### src/rtl/conv_stream_tx_if.sv
// conv_stream_tx_if: AXI-stream link from the host transmitter into the Conv accelerator.
// tdata  [INW]       stream word
// tvalid [1]         word valid (master)
// tuser  [K_BITS+1]  {K, new-W flag}
// tready [1]         sink ready (slave)
interface conv_stream_tx_if #(
    parameter int INW = 18,
    parameter int K_BITS = 3
);
    logic [INW-1:0] tdata;
    logic tvalid;
    logic [K_BITS:0] tuser;
    logic tready;
    modport master(output tdata, tvalid, tuser, input tready);
    modport slave(input tdata, tvalid, tuser, output tready);
endinterface

### src/rtl/conv_stream_tx.sv
// conv_stream_tx: host-side source that streams W, B and X into the Conv input AXI-stream.
// clk, reset                 clock, synchronous active-high reset
// wr_en/wr_sel/wr_addr/wr_data  host write port (sel 0 = W, 1 = X), ignored while busy
// b_value, k_value, send_w   transfer settings, sampled on an accepted start
// start                      begin a transfer (pulse)
// busy, done, err            status: transfer active, end pulse, rejected-start pulse
// axis                       stream master: tdata/tvalid/tuser out, tready in
module conv_stream_tx #(
    parameter int INW = 18,
    parameter int R = 8,
    parameter int C = 8,
    parameter int MAXK = 5
) (
    input  logic                       clk,
    input  logic                       reset,
    input  logic                       wr_en,
    input  logic                       wr_sel,
    input  logic [$clog2(R*C)-1:0]     wr_addr,
    input  logic [INW-1:0]             wr_data,
    input  logic [INW-1:0]             b_value,
    input  logic [$clog2(MAXK+1)-1:0]  k_value,
    input  logic                       send_w,
    input  logic                       start,
    output logic                       busy,
    output logic                       done,
    output logic                       err,
    conv_stream_tx_if.master           axis
);
    localparam int K_BITS = $clog2(MAXK+1);
    localparam int AW = $clog2(R*C);
    localparam int WAW = $clog2(MAXK*MAXK);
    localparam int CW = $clog2(R*C+1);
    localparam logic [CW-1:0] X_LAST = CW'(R*C-1);

    typedef enum logic [2:0] {IDLE, SEND_W, SEND_B, SEND_X, DONE} state_t;

    state_t state, p_seg;
    logic [INW-1:0] w_mem [MAXK*MAXK];
    logic [INW-1:0] x_mem [R*C];
    logic [INW-1:0] w_q, x_q, b_reg, sk_data, in_data;
    logic [K_BITS-1:0] k_reg;
    logic [CW-1:0] idx, w_last;
    logic iss_end, p_v, sk_v, sk_w, in_w, issue, pop, load_out;

    // Items in flight (memory read stage) plus the output register and skid entry
    // never exceed two, so a read is issued only when it is sure to find a slot.
    always_comb begin
        pop = axis.tvalid & axis.tready;
        load_out = ~axis.tvalid | pop;
        issue = (state == SEND_W || state == SEND_B || state == SEND_X) && !iss_end &&
                ({1'b0, axis.tvalid & ~pop} + {1'b0, sk_v} + {1'b0, p_v}) < 2'd2;
        in_data = p_seg == SEND_X ? x_q : p_seg == SEND_W ? w_q : b_reg;
        in_w = p_seg != SEND_X;
    end

    always_ff @(posedge clk) begin
        if (wr_en && !busy && wr_sel)
            x_mem[wr_addr] <= wr_data;
        if (wr_en && !busy && !wr_sel && int'(WAW'(wr_addr)) < MAXK*MAXK)
            w_mem[WAW'(wr_addr)] <= wr_data;
        if (state == SEND_W)
            w_q <= w_mem[WAW'(idx)];
        x_q <= x_mem[AW'(idx)];
    end

    always_ff @(posedge clk) begin
        if (reset) begin
            state <= IDLE;
            busy <= 1'b0;
            done <= 1'b0;
            err <= 1'b0;
            axis.tvalid <= 1'b0;
            axis.tdata <= '0;
            axis.tuser <= '0;
            p_v <= 1'b0;
            sk_v <= 1'b0;
            iss_end <= 1'b0;
            idx <= '0;
        end else begin
            done <= 1'b0;
            err <= 1'b0;
            p_v <= issue;
            if (issue)
                p_seg <= state;
            if (load_out) begin
                axis.tvalid <= sk_v | p_v;
                if (sk_v)
                    {axis.tdata, axis.tuser} <= {sk_data, k_reg, sk_w};
                else if (p_v)
                    {axis.tdata, axis.tuser} <= {in_data, k_reg, in_w};
                sk_v <= sk_v & p_v;
            end else if (p_v) begin
                sk_v <= 1'b1;
            end
            // The arriving read parks in the skid whenever the output register cannot take it.
            if (p_v && (!load_out || sk_v))
                {sk_data, sk_w} <= {in_data, in_w};
            case (state)
                IDLE: if (start) begin
                    if (k_value == '0 || int'(k_value) > MAXK || int'(k_value) > R || int'(k_value) > C) begin
                        err <= 1'b1;
                    end else begin
                        k_reg <= k_value;
                        b_reg <= b_value;
                        w_last <= CW'(k_value * k_value - 1);
                        busy <= 1'b1;
                        idx <= '0;
                        iss_end <= 1'b0;
                        state <= send_w ? SEND_W : SEND_X;
                    end
                end
                SEND_W: if (issue) begin
                    idx <= idx == w_last ? '0 : idx + CW'(1);
                    state <= idx == w_last ? SEND_B : SEND_W;
                end
                SEND_B: if (issue)
                    state <= SEND_X;
                SEND_X: begin
                    if (issue) begin
                        iss_end <= idx == X_LAST;
                        idx <= idx == X_LAST ? idx : idx + CW'(1);
                    end
                    // Last word issued and nothing left behind the beat now leaving.
                    if (iss_end && pop && !sk_v && !p_v) begin
                        state <= DONE;
                        done <= 1'b1;
                        busy <= 1'b0;
                    end
                end
                DONE: state <= IDLE;
                default: state <= IDLE;
            endcase
        end
    end
endmodule
### src/flat_wrapper.sv
// flat-port wrapper written by rule: the top's interface ports become plain ports
module conv_stream_tx_flat 
#(
    parameter int INW = 18,
    parameter int R = 8,
    parameter int C = 8,
    parameter int MAXK = 5
)
  (clk, reset, wr_en, wr_sel, wr_addr, wr_data, b_value, k_value, send_w, start, busy, done, err, axis_tdata, axis_tvalid, axis_tuser, axis_tready);
  conv_stream_tx_if #(.INW(INW)) axis_i ();
  input  logic clk;
  input  logic reset;
  input  logic wr_en;
  input  logic wr_sel;
  input  logic [$clog2(R*C)-1:0] wr_addr;
  input  logic [INW-1:0] wr_data;
  input  logic [INW-1:0] b_value;
  input  logic [$clog2(MAXK+1)-1:0] k_value;
  input  logic send_w;
  input  logic start;
  output logic busy;
  output logic done;
  output logic err;
  output wire logic [$bits(axis_i.tdata)-1:0] axis_tdata;
  output wire logic [$bits(axis_i.tvalid)-1:0] axis_tvalid;
  output wire logic [$bits(axis_i.tuser)-1:0] axis_tuser;
  input wire logic [$bits(axis_i.tready)-1:0] axis_tready;
  assign axis_tdata = axis_i.tdata;
  assign axis_tvalid = axis_i.tvalid;
  assign axis_tuser = axis_i.tuser;
  assign axis_i.tready = axis_tready;
  conv_stream_tx #(.INW(INW), .R(R), .C(C), .MAXK(MAXK)) u_core (.clk(clk), .reset(reset), .wr_en(wr_en), .wr_sel(wr_sel), .wr_addr(wr_addr), .wr_data(wr_data), .b_value(b_value), .k_value(k_value), .send_w(send_w), .start(start), .busy(busy), .done(done), .err(err), .axis(axis_i));
endmodule
### config.mk
export PLATFORM = sky130hd
export DESIGN_NAME = conv_stream_tx_flat
export DESIGN_NICKNAME = d
export VERILOG_FILES = /design/src/rtl/conv_stream_tx_if.sv /design/src/rtl/conv_stream_tx.sv /design/src/flat_wrapper.sv
export SDC_FILE = /design/constraint.sdc
export NUM_CORES = 2
export LEC_CHECK = 0
export ABC_AREA = 1
export CAP_MARGIN = 20
export CELL_PAD_IN_SITES_DETAIL_PLACEMENT = 1
export CELL_PAD_IN_SITES_GLOBAL_PLACEMENT = 1
export CORE_UTILIZATION = 40
export CTS_CLUSTER_DIAMETER = 150
export DETAILED_ROUTE_END_ITERATION = 12
export PLACE_DENSITY_LB_ADDON = 0.1
export RECOVER_POWER = 25
export SYNTH_ARGS = -nofsm -noshare
export SYNTH_HDL_FRONTEND = slang
export SYNTH_SLANG_ARGS = --single-unit
export TNS_END_PERCENT = 10
### constraint.sdc
create_clock -name clk -period 9.9 [get_ports clk]
set_input_delay 1.98 -clock clk [delete_from_list [all_inputs] [get_ports clk]]
set_output_delay 1.98 -clock clk [all_outputs]
set_load 0.05 [all_outputs]
# Yosys cells after proc, flatten, opt, wreduce, memory -nomap -nowiden

Memory sizes are Yosys's and may differ from the RTL's. A register that Yosys moved wholly into a read port is not among the register bits.
Cells that the tools add are included.

Bits in registers: 89
RAM bits: 1602
Output and inout bits: 26
Bits in latches: 0
ROM bits: 0
Memories kept: 2
Logic and storage cells: 127
Input bits: 52

Magnitude comparators: 3
Shift-type cells: 0
Mux-type cells: 37
Multiply operators: 1
Reduce and logical (&&, ||, !) cells: 36
Div/mod/pow operators: 0
Bitwise logic cells: 12
Equality and inequality tests: 15
Add/subtract/negate cells: 4

Memory list:

| memory       | words | bits a word | read ports | clocked after memory_dff | wr ports | line                 | RTL |
|---|---|---|---|---|---|---|---|
| u_core.x_mem | 64    | 18          | 1          | 1                        | 1        | conv_stream_tx.sv:39 | `logic [INW-1:0] x_mem [R*C];` |
| u_core.w_mem | 25    | 18          | 1          | 1                        | 1        | conv_stream_tx.sv:38 | `logic [INW-1:0] w_mem [MAXK*MAXK];` |

Operator list:

| kind                                                                     | number |
|---|---|
| 18-bit two-way mux                                                       | 4 |
| 7-bit two-way mux                                                        | 6 |
| 7-bit case mux with 3 select lines                                       | 1 |
| 3-bit two-way mux                                                        | 5 |
| 1-bit two-way mux                                                        | 14 |
| 3-bit case mux with 4 select lines                                       | 1 |
| 4-bit AND reduction                                                      | 3 |
| 1-bit logical AND                                                        | 10 |
| 3-bit by 2-bit equality test with 1-bit output (second input constant)   | 3 |
| 4-bit two-way mux                                                        | 2 |
| 2-bit inequality test (second input constant)                            | 4 |
| 7-bit by 1-bit adder with 7-bit output (second input constant)           | 1 |
| 7-bit by 6-bit equality test with 1-bit output (second input constant)   | 1 |
| 7-bit equality test                                                      | 1 |
| 1-bit NOT                                                                | 7 |
| 6-bit by 1-bit subtractor with 7-bit output (second input constant)      | 1 |
| 3-bit by 1-bit equality test with 1-bit output (second input constant)   | 2 |
| 1-bit logical NOT                                                        | 6 |
| 3-bit logical NOT                                                        | 2 |
| 3-bit by 3-bit multiplier with 6-bit output                              | 1 |
| 2-bit by 1-bit inequality test with 1-bit output (second input constant) | 3 |
| 2-bit AND reduction                                                      | 3 |
| 6-bit AND reduction                                                      | 1 |
| 2-bit nonzero test                                                       | 3 |
| 15 further kinds                                                         | 23 |

# Depth between registers and ports, before layout

Depth in word-level cells: 9
Depth in mapped cells: 14
Gate-level depth less buffers: 13

# Least setup slack after synthesis

No wires, ideal clock.

Kind: input-to-reg
Start point: input port k_value[1]
End point: register u_core.b_reg[0] (enable)
Arrival: 4892 ps
Slack: 4529 ps
Stages on the path: 5
Data required time: 9421 ps
Library setup time: 479 ps
Cell sequence: inv_1 > nand2_1 > o21ai_0 > inv_1 > nor4_1

Longest elaborated chain between the ends: 4

RTL lines:

| element                                                                   | line                  | RTL |
|---|---|---|
| start: declaration                                                        | flat_wrapper.sv:18    | `input logic [$clog2(MAXK+1)-1:0] k_value;` |
| 3-bit greater-than comparator / 3-bit logical NOT (equally long branches) | conv_stream_tx.sv:100 | `if (k_value == '0 \|\| int'(k_value) > MAXK \|\| int'(k_value) > R \|\| int'(k_value) > C) begin` |
| 1-bit logical OR *                                                        | conv_stream_tx.sv:100 |  |
| 1-bit NOT (no source line) *                                              | -                     |  |
| 4-bit AND reduction (no source line) *                                    | -                     |  |
| end signal: assignment                                                    | conv_stream_tx.sv:104 | `b_reg <= b_value;` |
| end: declaration                                                          | conv_stream_tx.sv:40  | `logic [INW-1:0] w_q, x_q, b_reg, sk_data, in_data;` |

Every way passes the cells marked *; elsewhere a longest branch is shown, timed or not.
A chain may end at the register's enable or synchronous reset.

# Worst setup path in the final report

Start point: input port wr_data[13]
End point: memory u_core.x_mem[43][13] (data pin)

RTL lines:

| element            | line                 | RTL |
|---|---|---|
| start: declaration | flat_wrapper.sv:16   | `input logic [INW-1:0] wr_data;` |
| end: declaration   | conv_stream_tx.sv:39 |  |

Straight into the memory's write port.

==> results.md <==
* Post-CTS setup buffer count at 0
* Post-synthesis net count at 6221
* Number of buffer cells added on primary ports at between 70 and 80
* Kind of cell adding the most delay to the critical path: buffers and inverters
* DP Area at 0.07382 mm2
* RSZ-0062 raised after global routing: no
* Slew @ Worst Pin at about 4.3 ns
* Initial standard-cell utilization of the core at 0.4024
* Maximum fanout encountered on the critical timing path at 45
* Global-route wire length before repair at between 300000 and 400000 um
* Synthesis Warnings at 0
* Most used cells in the layout excluding fill and tap cells: edfxtp_1, nand2_1, nand3_1
* Category of the worst setup path launch point: input port
* Worst setup slack for register-to-register paths at 5.57 ns
* Detailed route wirelength on metal2 at 108400 um
* Via count of the first global-routing pass at 46438
* Most flops, register: u_core.x_mem
* Number of cells on the worst hold path at 2
* Routed length on met3 at ~11000 um
* Post-Syn Area at approximately 0.07 mm2
* Top-level port count at between 70 and 80
* Worst Path Class, Setup: in2reg
* Worst R2R Path Depth at 13
* Chip height at 422.9 um
* Final routed DRC violation total at 0
* Number of fillers in the final layout at roughly 19000
* WL met1 at 102100 um
* Placed instance count at 8304
* Leakage at 28.80 nW
* Worst setup EP type: register
* Clock tree from TritonCTS: built
* Netlist cell types at 34
* Post-Layout Inst Area at a little under 0.08 mm2
* Max_cap viols at 24
* Violated checks: max-capacitance violations, max-slew violations
* Most used cell along the critical path: clkbuf_1
* Relative max-transition margin at -1.898
* Resized Gates After CTS at 0
* Synthesized area per cell at approximately 11 um2
* Skew final at approximately 0.027 ns
* Count of H-tree levels built during CTS at 4
* Die area at 0.1789 mm2
* Maximum clock path buffer count at 3
* Die width at around 420 um
* Uppermost layer routed: met5
* WHS Endpoint: u_core.axis.tuser[1]$_SDFFE_PP0P_
* RePlAce Congestion at between 0.8 and 0.9
* Final period utilization at 0.6994
* Hold bufs inserted after CTS at 0
* Maximum vdd ir drop at 195.3 uV
* Vias per cell at approximately 5.3
* Flip-flop and latch area at roughly 0.05 mm2
* Largest net degree at the start of global routing at roughly 180
* Area growth syn-to-layout at 12.12%
* Critical Path Slowest Stage Cell: clkbuf_1
* HPWL after detailed placement at between 100000 and 150000 um
* Top Registers: u_core.x_mem: 1152 flops, u_core.w_mem: 450 flops
* Total clock sinks at ~1700
* Critical path's largest stage delay at between 2 and 2.5 ns
* Fin util at 0.4512
* Req. time, crit path at roughly 10 ns
* Critical path data arrival time at 7.04 ns
* Place WS at 4.739 ns
* Critical-path cell list: clkbuf_1 > clkbuf_1
* Post-layout power at between 15 and 20 mW
* Final-report hold violation count at 0
* Startpoint of the tightest hold check path: u_core.k_reg[0]$_DFFE_PP_
* Worst hold margin at ~0.47 ns
* Worst-case setup margin in the final layout at about 3.0 ns
* Synthesized instance count at about 6200
* Final standard cell count with taps included and fillers excluded at between 8000 and 9000
* Worst reg2reg path startpoint: u_core.idx[0]$_SDFFE_PP0P_
* Fraction of final layout cells with drive strength greater than 1 at 0.07801
* Number of pins with negative max-slew slack in the final report at about 1000
* Initial antenna violation count at 12
* Post-route setup TNS at 0 ns
* Floorplan row count at 154
* Worst reg2reg path endpoint: u_core.x_q[17]$_DFF_P_
* HP Class: reg2reg
* Register area share after synthesis at 0.7233
* Total wirelength of the detailed-routed design at approximately 230000 um
* CTS root buf: clkbuf_16
* Global Route Usage Sum at 0.2510
* Area inside the core boundary at ~0.18 mm2
* Final setup fails at 0
* Timing-limited maximum frequency at approximately 140 MHz
* Area of combinational cells with multiple inputs at between 0.015 and 0.02 mm2
* Post-DR wirelength/cell at roughly 26 um
* Outcome: complete, but fails checks
* #FFs+latches synth at 1726
* Cts bufs inserted at roughly 190
* Drt first pass iters at 6
* 1st-iter DRT viols at around 4100
* Number of flip-flops under the largest register name at between 1000 and 1500
* Clk Latency, worst-skew pair at ~0.83 ns
* Clock edge transition at the registers on the reported setup and hold paths at ~0.05 ns
* Fin crit period at 6.924 ns
* Final #Nets at about 6200
* Post-route antenna net violation count at 0
* Most common library cell in the layout ignoring fill and taps: edfxtp_1
* Total buffers and inverters traversed by the critical path at 2
* Total via count in the routed design at ~46000
* Power per cell area at 229.5 mW/mm2
* Sum of overflow across all layers after global routing at 0
==> routing by layer <==
layer / vias up / track usage
met2: 1125 / 0.4090
met5: - / 0
met4: 2 / 0.06348
met1: 23572 / 0.3559
li1: 21146 / -
met3: 294 / 0.03143
==> layout make-up <==
class                           count  area share
Antenna cell                        3  0.00009448
Tap cell                         2340     0.03685
Timing Repair Buffer              153     0.01740
Clock buffer                      237     0.06283
Clock inverter                    100    0.008551
Inverter                          574     0.02743
Multi-Input combinational cell   3517      0.2015
Sequential cell                  1726      0.6453
==> logic make-up after synthesis <==
kind of cell               after synthesis  share of synthesized area
xor gates and xnor gates                 5                  0.0006181
adders and majority gates                5                  0.0008828
buffers and inverters                  921                    0.05404
AOI/OAI and AO/OA                      656                    0.05406
and+or+nand+nor                       2851                     0.1671
DFF                                   1726                     0.7233
==> how the worst max path moves through the flow <==
stage | start | endpoint | slack, ns | depth (start not counted)
CTS | u_core.busy$_SDFFE_PP0P_ | busy | 5.40 | 1
detailed placement | wr_addr[0] | u_core.w_mem[3][11]$_DFFE_PP_ | 4.74 | 6
finish | wr_data[13] | u_core.x_mem[43][13]$_DFFE_PP_ | 2.98 | 2
floorplan | k_value[1] | u_core.b_reg[0]$_DFFE_PP_ | 4.53 | 5
global placement | wr_addr[0] | u_core.w_mem[0][7]$_DFFE_PP_ | 4.72 | 6
global route | wr_data[14] | u_core.x_mem[43][14]$_DFFE_PP_ | 2.78 | 2
==> power by group <==
group | switching (mW) | leakage [nW] | internal (mW) | total, mW
registers | 0.161 | 15.5 | 8.21 | 8.37
logic | 2.42 | 10.5 | 0.806 | 3.23
clock network | 2.91 | 2.79 | 3.73 | 6.64
total | 5.50 | 28.8 | 12.7 | 18.2
==> cells in the mapped netlist, drive strengths merged <==
library cell,instances,area (um2)
nand2,1381,5194
o21bai,2,15.01
nor4,1,6.260
a22oi,15,112.6
ha,5,62.56
edfxtp,1669,50120
nand3b,1,7.510
nand4,6,37.54
nor3,4,25.02
clkinv,2,7.510
a211oi,1,7.510
a21oi,47,235.2
o21a,3,22.52
inv,572,2147
nor2,654,2457
or2,72,450.4
xnor2,2,17.52
nand3,732,3664
o21ai,354,1772
buf,213,1172
clkbuf,134,503.0
o22ai,72,450.4
xor2,3,26.28
o211ai,162,1216
dfxtp,57,1141
No activity file was read; power rests on OpenSTA's default activity.
